$ cat src/rtl/cpu_defs_pkg.sv
// Shared definitions for the multicycle control sequencer.
// Holds the FSM state encoding, the opcode map and the encodings of every
// datapath select field (AluOp, SrcA, SrcB, register sources, pc_src).
// The helper functions classify opcodes for the decoder.
package cpu_defs;

  typedef enum logic [2:0] {
    ST_FETCH  = 3'd0,
    ST_DECODE = 3'd1,
    ST_MEM    = 3'd2,
    ST_EXEC   = 3'd3,
    ST_HALT   = 3'd4
  } state_t;

  // Opcodes, ir[15:12]
  localparam logic [3:0] OP_AADD  = 4'h0;
  localparam logic [3:0] OP_AADDM = 4'h1;
  localparam logic [3:0] OP_ASUB  = 4'h2;
  localparam logic [3:0] OP_LOAD  = 4'h3;
  localparam logic [3:0] OP_STORE = 4'h4;
  localparam logic [3:0] OP_MOVS  = 4'h5;
  localparam logic [3:0] OP_COMP  = 4'h6;
  localparam logic [3:0] OP_BEQZ  = 4'h7;
  localparam logic [3:0] OP_JAL   = 4'h8;
  localparam logic [3:0] OP_RET   = 4'h9;
  localparam logic [3:0] OP_HALT  = 4'hF;

  // ALU operations
  localparam logic [2:0] ALU_AND   = 3'b000;
  localparam logic [2:0] ALU_OR    = 3'b001;
  localparam logic [2:0] ALU_ADD   = 3'b010;
  localparam logic [2:0] ALU_SUB   = 3'b011;
  localparam logic [2:0] ALU_SLT   = 3'b100;
  localparam logic [2:0] ALU_SLL   = 3'b101;
  localparam logic [2:0] ALU_SRL   = 3'b110;
  localparam logic [2:0] ALU_PASSB = 3'b111;

  // ALU operand selects
  localparam logic       SRCA_MARY    = 1'b0;
  localparam logic       SRCA_PC      = 1'b1;
  localparam logic [1:0] SRCB_MEM     = 2'b00;
  localparam logic [1:0] SRCB_IMM     = 2'b01;
  localparam logic [1:0] SRCB_SHELLEY = 2'b10;
  localparam logic [1:0] SRCB_ONE     = 2'b11;

  // Register write-data selects
  localparam logic [1:0] MARY_ALU     = 2'b00;
  localparam logic [1:0] MARY_MEM     = 2'b01;
  localparam logic [1:0] MARY_SHELLEY = 2'b10;
  localparam logic [1:0] SHELLEY_MARY = 2'b00;
  localparam logic [1:0] SHELLEY_ALU  = 2'b01;
  localparam logic [1:0] SHELLEY_MEM  = 2'b10;
  localparam logic       RA_PC1       = 1'b0;
  localparam logic       RA_ALU       = 1'b1;

  // Next-PC selects
  localparam logic [1:0] PC_INC = 2'b00;
  localparam logic [1:0] PC_REL = 2'b01;
  localparam logic [1:0] PC_IMM = 2'b10;
  localparam logic [1:0] PC_RA  = 2'b11;

  // Opcodes that need a data memory access before EXEC
  function automatic logic needs_mem(input logic [3:0] op);
    return (op == OP_AADDM) || (op == OP_LOAD) || (op == OP_STORE);
  endfunction

  // Opcodes 0xA..0xE have no defined meaning
  function automatic logic is_illegal(input logic [3:0] op);
    return (op >= 4'hA) && (op <= 4'hE);
  endfunction

  // Arithmetic opcodes whose ALU overflow is reported
  function automatic logic sets_ovf(input logic [3:0] op);
    return (op == OP_AADD) || (op == OP_AADDM) || (op == OP_ASUB) || (op == OP_COMP);
  endfunction

endpackage

$ cat src/rtl/wait_timer.sv
// Handshake watchdog for the memory request.
// Ports: clock/reset_n (async active-low), clear (zero the count),
// count_en (one more wait cycle), at_limit (the current wait cycle is the
// LIMIT-th one; the caller decides whether it is a timeout).
module wait_timer #(
  parameter int LIMIT = 255
) (
  input  logic clock,
  input  logic reset_n,
  input  logic clear,
  input  logic count_en,
  output logic at_limit
);

  localparam logic [7:0] LIMIT_M1 = 8'(LIMIT - 1);

  logic [7:0] count;

  // Wait-cycle counter: cleared outside memory accesses, advances per stalled cycle
  always_ff @(posedge clock or negedge reset_n) begin
    if (!reset_n) begin
      count <= 8'd0;
    end else if (clear) begin
      count <= 8'd0;
    end else if (count_en) begin
      count <= count + 8'd1;
    end
  end

  // LIMIT-1 waits already seen, so a further stall is the LIMIT-th
  assign at_limit = (count == LIMIT_M1);

endmodule

$ cat src/rtl/control_sequencer.sv
// Multicycle controller for the mary/shelley/comp/ra register block and ALU.
// Fetches 16-bit instructions over a req/ready handshake, decodes
// opcode ir[15:12] and immediate ir[7:0], and sequences
// FETCH -> DECODE -> [MEM] -> EXEC -> FETCH, with HALT terminal until reset.
// Ports: clock, reset_n (async active-low); mem_rdata/mem_ready from memory;
// comp_zero/overflow from the datapath; mem_req/mem_we/mem_addr_sel to memory;
// immediate, write strobes, source selects, SrcA/SrcB/AluOp, pc_write/pc_src
// to the datapath; halted/illegal/bus_error/ovf_flag sticky status.
module control_sequencer
  import cpu_defs::*;
#(
  parameter int WAIT_LIMIT = 255
) (
  input  logic        clock,
  input  logic        reset_n,
  input  logic [15:0] mem_rdata,
  input  logic        mem_ready,
  input  logic        comp_zero,
  input  logic        overflow,
  output logic        mem_req,
  output logic        mem_we,
  output logic        mem_addr_sel,
  output logic [7:0]  immediate,
  output logic        pc_write,
  output logic [1:0]  pc_src,
  output logic        mary_write,
  output logic        shelley_write,
  output logic        comp_write,
  output logic        ra_write,
  output logic [1:0]  mary_src,
  output logic [1:0]  shelley_src,
  output logic        ra_src,
  output logic        SrcA,
  output logic [1:0]  SrcB,
  output logic [2:0]  AluOp,
  output logic        halted,
  output logic        illegal,
  output logic        bus_error,
  output logic        ovf_flag
);

  state_t      state;
  state_t      state_next;
  logic [15:0] ir;
  logic [3:0]  opcode;
  logic        req;
  logic        in_access;
  logic        at_limit;
  logic        timeout;
  logic        unused_ir;

  assign opcode    = ir[15:12];
  assign immediate = ir[7:0];
  assign unused_ir = ^ir[11:8];

  assign in_access = (state == ST_FETCH) || (state == ST_MEM);
  // A ready in the limit cycle completes the access instead of timing out
  assign timeout   = in_access && !mem_ready && at_limit;

  // Request is cut the moment reset asserts, even mid-access
  assign mem_req = req & reset_n;

  wait_timer #(.LIMIT(WAIT_LIMIT)) u_wait_timer (
    .clock    (clock),
    .reset_n  (reset_n),
    .clear    (!in_access),
    .count_en (in_access && !mem_ready),
    .at_limit (at_limit)
  );

  // State register
  always_ff @(posedge clock or negedge reset_n) begin
    if (!reset_n) begin
      state <= ST_FETCH;
    end else begin
      state <= state_next;
    end
  end

  // Instruction register, loaded on a completed fetch
  always_ff @(posedge clock or negedge reset_n) begin
    if (!reset_n) begin
      ir <= 16'h0000;
    end else if ((state == ST_FETCH) && mem_ready) begin
      ir <= mem_rdata;
    end
  end

  // Sticky status flags
  always_ff @(posedge clock or negedge reset_n) begin
    if (!reset_n) begin
      halted    <= 1'b0;
      illegal   <= 1'b0;
      bus_error <= 1'b0;
      ovf_flag  <= 1'b0;
    end else begin
      if (state_next == ST_HALT) halted <= 1'b1;
      if ((state == ST_DECODE) && is_illegal(opcode)) illegal <= 1'b1;
      if (timeout) bus_error <= 1'b1;
      if ((state == ST_EXEC) && sets_ovf(opcode) && overflow) ovf_flag <= 1'b1;
    end
  end

  // Next-state and control decode
  always_comb begin
    state_next    = state;
    req           = 1'b0;
    mem_we        = 1'b0;
    mem_addr_sel  = 1'b0;
    pc_write      = 1'b0;
    pc_src        = PC_INC;
    mary_write    = 1'b0;
    shelley_write = 1'b0;
    comp_write    = 1'b0;
    ra_write      = 1'b0;
    mary_src      = MARY_ALU;
    shelley_src   = SHELLEY_MARY;
    ra_src        = RA_PC1;
    SrcA          = SRCA_MARY;
    SrcB          = SRCB_MEM;
    AluOp         = ALU_AND;
    case (state)
      ST_FETCH: begin
        req = 1'b1;
        if (mem_ready) begin
          state_next = ST_DECODE;
        end else if (timeout) begin
          state_next = ST_HALT;
        end else begin
          state_next = ST_FETCH;
        end
      end
      ST_DECODE: begin
        if (opcode == OP_HALT) begin
          state_next = ST_HALT;
        end else if (is_illegal(opcode)) begin
          state_next = ST_HALT;
        end else if (needs_mem(opcode)) begin
          state_next = ST_MEM;
        end else begin
          state_next = ST_EXEC;
        end
      end
      ST_MEM: begin
        req          = 1'b1;
        mem_addr_sel = 1'b1;
        mem_we       = (opcode == OP_STORE);
        if (mem_ready) begin
          state_next = ST_EXEC;
        end else if (timeout) begin
          state_next = ST_HALT;
        end else begin
          state_next = ST_MEM;
        end
      end
      ST_EXEC: begin
        pc_write   = 1'b1;
        state_next = ST_FETCH;
        case (opcode)
          OP_AADD: begin
            mary_write = 1'b1;
            SrcB       = SRCB_IMM;
            AluOp      = ALU_ADD;
          end
          OP_AADDM: begin
            shelley_write = 1'b1;
            SrcB          = SRCB_MEM;
            AluOp         = ALU_ADD;
            shelley_src   = SHELLEY_ALU;
          end
          OP_ASUB: begin
            mary_write = 1'b1;
            SrcB       = SRCB_IMM;
            AluOp      = ALU_SUB;
          end
          OP_LOAD: begin
            mary_write = 1'b1;
            mary_src   = MARY_MEM;
          end
          OP_MOVS: begin
            shelley_write = 1'b1;
          end
          OP_COMP: begin
            comp_write = 1'b1;
            SrcB       = SRCB_SHELLEY;
            AluOp      = ALU_SUB;
          end
          OP_BEQZ: begin
            pc_src = comp_zero ? PC_REL : PC_INC;
          end
          OP_JAL: begin
            ra_write = 1'b1;
            pc_src   = PC_IMM;
          end
          OP_RET: begin
            pc_src = PC_RA;
          end
          default: begin
            // STORE: data path already presented mary during MEM
            pc_src = PC_INC;
          end
        endcase
      end
      ST_HALT: begin
        state_next = ST_HALT;
      end
      default: begin
        state_next = ST_FETCH;
      end
    endcase
  end

endmodule

$ cat config.mk
export PLATFORM = sky130hd
export DESIGN_NAME = control_sequencer
export DESIGN_NICKNAME = d
export VERILOG_FILES = /design/src/rtl/cpu_defs_pkg.sv /design/src/rtl/wait_timer.sv /design/src/rtl/control_sequencer.sv
export SDC_FILE = /design/constraint.sdc
export NUM_CORES = 1
export LEC_CHECK = 0
export ABC_CLOCK_PERIOD_IN_PS = 3160
export BUFFER_PORTS_ARGS = -buffer_cell sky130_fd_sc_hd__buf_2
export CAP_MARGIN = 30
export CORE_MARGIN = 10
export CORE_UTILIZATION = 54
export CTS_BUF_LIST = sky130_fd_sc_hd__clkbuf_8
export DETAILED_ROUTE_END_ITERATION = 8
export PLACE_DENSITY_LB_ADDON = 0.2
export SLEW_MARGIN = 20
export SYNTH_ARGS = -nofsm -noshare
export SYNTH_HDL_FRONTEND = slang
export SYNTH_SLANG_ARGS = --single-unit
$ cat constraint.sdc
create_clock -name clock -period 3.16 [get_ports clock]
set_input_delay 0.316 -clock clock [delete_from_list [all_inputs] [get_ports clock]]
set_output_delay 0.316 -clock clock [all_outputs]
set_load 0.02 [all_outputs]
After elaboration in Yosys (flattened, before gate mapping)
Index checks and enable logic that the tools add are counted.
{"block": "totals", "romBits": 0, "inputBits": 21, "ram_bits": 0, "elab_cells": 83, "memories": 0, "reg_bits": 31, "output_inout_bits": 33, "latch_bits": 0}
{"block": "op_classes", "mux": 33, "n_div": 0, "n_eq_ne": 17, "n_lt_le_gt_ge": 2, "n_shift": 0, "multipliers": 0, "add_sub_neg": 1, "n_reduce_logical": 22, "bitwise": 1}
{"operator": "1-bit two-way mux", "count": 18}
{"operator": "3-bit two-way mux", "count": 6}
{"operator": "4-bit by 3-bit == test with 1-bit output (second input constant)", "count": 4}
{"operator": "8-bit two-way mux", "count": 2}
{"operator": "4-bit == test (second input constant)", "count": 3}
{"operator": "3-bit one-hot mux with 4 select lines", "count": 1}
{"operator": "2-bit OR reduction", "count": 5}
{"operator": "8-bit by 1-bit adder with 8-bit output (second input constant)", "count": 1}
{"operator": "4-bit by 2-bit == test with 1-bit output (second input constant)", "count": 2}
{"operator": "8-bit == test (second input constant)", "count": 1}
{"operator": "2-bit one-hot mux with 2 select lines", "count": 2}
{"operator": "1-bit logical AND", "count": 7}
{"operator": "3-bit by 2-bit == test with 1-bit output (second input constant)", "count": 2}
{"operator": "3-bit == test (second input constant)", "count": 2}
{"operator": "1-bit logical OR", "count": 6}
{"operator": "2-bit two-way mux", "count": 3}
{"operator": "2-bit one-hot mux with 3 select lines", "count": 1}
{"operator": "4-bit by 1-bit == test with 1-bit output (second input constant)", "count": 1}
{"operator": "4-bit greater-or-equal comparator (second input constant)", "count": 1}
{"operator": "4-bit less-or-equal comparator (second input constant)", "count": 1}
{"operator": "4-bit zero test", "count": 1}
{"operator": "3-bit by 1-bit == test with 1-bit output (second input constant)", "count": 1}
{"operator": "3-bit zero test", "count": 1}
{"operator": "3-bit OR reduction", "count": 1}
{"operator": "other kinds (3)", "count": 3}

Logic depth before layout (Yosys ltp)
{"block": "depth", "ltp_word": 8, "mapped_depth": 5, "ltp_nobuf": 5}

Hierarchy
From an unflattened synthesis, not the netlist that was laid out.
{"block": "unflattened", "hier_cells": 147, "area_unflattened_um2": 1490.2}
{"module": "control_sequencer", "area_each_um2": 1079.8, "cells_each": 106, "instances": 1, "seq_area_each_um2": 475.5}
{"module": "wait_timer", "area_each_um2": 410.4, "cells_each": 41, "instances": 1, "seq_area_each_um2": 200.2}

Worst setup path after synthesis
OpenSTA, ideal clock, no wires.
{"block": "synth_timing", "path_kind": "register to output", "startpoint": "reg state[2]", "endpoint": "out SrcB[1]", "arrival_ns": 1.515, "required_time_ns": 2.844, "path_buffers": 0, "slack_ns": 1.329, "stages_incl_launch_ff": 4, "cell_sequence": "dfrtp_1 nand3b_1 or2_2 nor3_1"}
{"block": "synth_between", "elab_chain_len": 2}
{"element": "from (decl)", "line_no": "control_sequencer.sv:42", "rtl": "state_t state;"}
{"element": "from (signal assigned)", "line_no": "control_sequencer.sv:76", "rtl": "state <= state_next;"}
{"element": "3-bit by 2-bit == test with 1-bit output", "line_no": "control_sequencer.sv:122", "rtl": "case (state)"}
{"element": "2-bit two-way mux", "line_no": "control_sequencer.sv:122"}
{"element": "to (decl)", "line_no": "control_sequencer.sv:34", "rtl": "output logic [1:0] SrcB,"}
Every way passes these cells.

Final worst setup path
Ends and elaborated chain as after synthesis.

==> flow_metrics.tcl <==
set metrics [dict create \
    clkTransAtPathRegs_ps 90 \
    dp_cells 201 \
    portBuffers 44 \
    synth-edff-count 0 \
    yosysSeqAreaShare 0.468 \
    synth_ff_type "dfrtp_1" \
    startpoint "state[2]" \
    critPathSlowestCell "dfrtp_1" \
    final_nets 199 \
    grt_max_degree 29 \
    postCtsHoldBufs 0 \
    fp.coreArea_um2 2520 \
    startpoint_type "flip-flop" \
    maxSlewHeadroom 0.475 \
    yosysTopAreaCellShare 0.468 \
    routed_wl_um 2980 \
    hold_viol_final 0 \
    syn_to_final_growth_pct 12.4 \
    diodes 0 \
    die_w_um 71.7 \
    post_cts.resized_instances 0 \
    gr-total-overflow 0 \
    cp_cell_sequence "nand3b_1 -> or2_2 -> nor3_1 -> buf_2" \
    num-fill-cells 215 \
    syn_avg_cell_area_um2 10.2 \
    first_iter_violations 77 \
    async_reset_ff_frac 1.00 \
    rsz0062_at_grt "no" \
    place.gp.congestion 0.848 \
    rr_startpoint "state[0]" \
    htreeDepth 1 \
    tightestPinTransition_ps 784 \
    antenna_found_initial 0 \
    hpwl_um 2390 \
    viasPerCell 5.30 \
    wl_per_cell_um 14.5 \
    cts_tree "done" \
    vdd_drop_max_v 0.000570 \
    instances_no_fill 205 \
    ys_types 35 \
    cpPeakStageDelay_ps 460 \
    fin_crit_ps 2130 \
    use_met3 0.0482 \
    drc 0 \
    clock-sinks 27 \
    hold_path.class "in -> async" \
    cp.required_ps 2840 \
    io_pins 54 \
    dr.pass1.iters 3 \
    synth_warnings 0 \
    synth_common_cells "dfrtp_1, buf_4, nor2_1" \
    cap_viol_max_count 0 \
    cellLeakagePower_nw 0.790 \
    busiest_layer "met2" \
    outcome "finished, final reports clean" \
    synthTopCellsByArea "dfrtp_1, buf_4, mux2_2" \
    first_global_vias 1133 \
    fp-row-count 18 \
    cp.arrival_ps 1810 \
    yosysTopAreaCell "dfrtp_1" \
    grt_usage 0.118 \
    path_max_fanout 7 \
    period_share 0.674 \
    root_buffer "clkbuf_8" \
    cts.path.max_buffers 2 \
    synth_area_um2 1440 \
    drive_gt1_frac 0.366 \
    total_power_mw 1.40 \
    fin_tns_setup_ps 0 \
    use_met2 0.209 \
    clock_latency_ps 270 \
    cts_buffers 3 \
    fin_skew_ps 1.55 \
    start_util 0.572 \
    dieHeight_um 71.7 \
    clock.fmax_ghz 0.470 \
    p_per_area_nw_per_um2 862 \
    setup_viol 0 \
    syn_inst 142 \
    grt_use_met1 0.124 \
    dieArea_um2 5140 \
    multiInputGateArea_um2 624 \
    drv_slew 0 \
    via_count 1087 \
    synth.most_common_cell "dfrtp_1" \
    critPathKind "reg -> out" \
    cts_setup_buffers 0 \
    cp-end-kind "primary output" \
    ys_ff_latch 27 \
    antenna_left 0 \
    regArea_um2 676 \
    grt_pass1_wl_um 5110 \
]
==> layer usage <==
layer	routed length (um)	share of wire
met1	1130	0.38
met2	1500	0.50
met3	313	0.11
met4	32	0.011
met5	0	0
==> metrics by stage <==
stage / cell area (um2) / utilization / hold slack (ps) / worst slack (ps)
after floorplan: 1460 / - / 20.4 / 1330
after global placement: 1570 / 0.624 / 348 / 1400
after detailed placement: 1570 / 0.624 / 364 / 1340
after CTS: 1620 / 0.643 / 61.8 / 1040
after global routing: 1620 / 0.643 / 80.7 / 846
final: 1620 / 0.643 / 41.3 / 1030
==> kinds of logic after synthesis <==
| kind of cell | count (synthesis) | share of synthesized area |
|---|---|---|
| DFF | 27 | 0.468 |
| adders and majority gates | 2 | 0.0173 |
| xor gates and xnor gates | 4 | 0.0243 |
| AOI/OAI and AO/OA | 16 | 0.0659 |
| and+or+nand+nor | 59 | 0.234 |
| other | 1 | 0.00260 |
| muxes | 10 | 0.0781 |
| buffers and inverters | 23 | 0.109 |
==> final timing paths <==
path / cells after the start / end / slack [ps]
worst max-delay path: 4 / SrcB[1] / 1030
worst min register to register: 1 / illegal / 460
max in group asynchronous: 1 / ir[13] / 2730
worst min-delay path: 1 / u_wait_timer.count[2] / 40
min in group clock: 3 / ir[12] / 240
worst max register to register: 2 / ir[3] / 1420
==> placed cells by master (no fill, tap or decap), types with 2 or more instances in the layout <==
master,instances
inv_1,4
nand4b_1,4
xor2_1,3
a21oi_1,5
nor2b_1,2
nor2_1,14
dfrtp_1,27
o21ai_0,6
or3_1,4
nand3_1,2
or2_2,3
nand2_1,10
and2_1,2
ha_1,2
nor3b_1,2
nor3_1,7
clkbuf_8,3
nand3b_1,2
buf_2,44
conb_1,5
mux2_2,10
==> worst max-delay path: cells and delay by family (launching register included) <==
| kind | cells | cell delay [ps] |
|---|---|---|
| flip-flops | 1 | 460 |
| AND/OR/NAND/NOR | 3 | 880 |
| buffers and inverters | 1 | 200 |
==> sequential cells by signal, indices dropped and copies added (netlist names) <==
signal              flops
bus_error               1
halted                  1
illegal                 1
ir                     12
ovf_flag                1
state                   3
u_wait_timer.count      8
==> final cells by class <==
type,instances,share of cell area
Sequential cell,27,0.417
Multi-Input combinational cell,96,0.385
Timing Repair Buffer,44,0.136
Clock buffer,3,0.0255
Tap cell,30,0.0231
Inverter,4,0.00926
Clock inverter,1,0.00463
==> report_power, final <==
| part | leakage (nW) | internal, mW | switching (mW) |
|---|---|---|---|
| registers | 0.334 | 0.468 | 0.137 |
| clock network | 0.0217 | 0.0893 | 0.105 |
| logic | 0.434 | 0.249 | 0.348 |
Note: power is estimated with default switching activity, not from simulation.
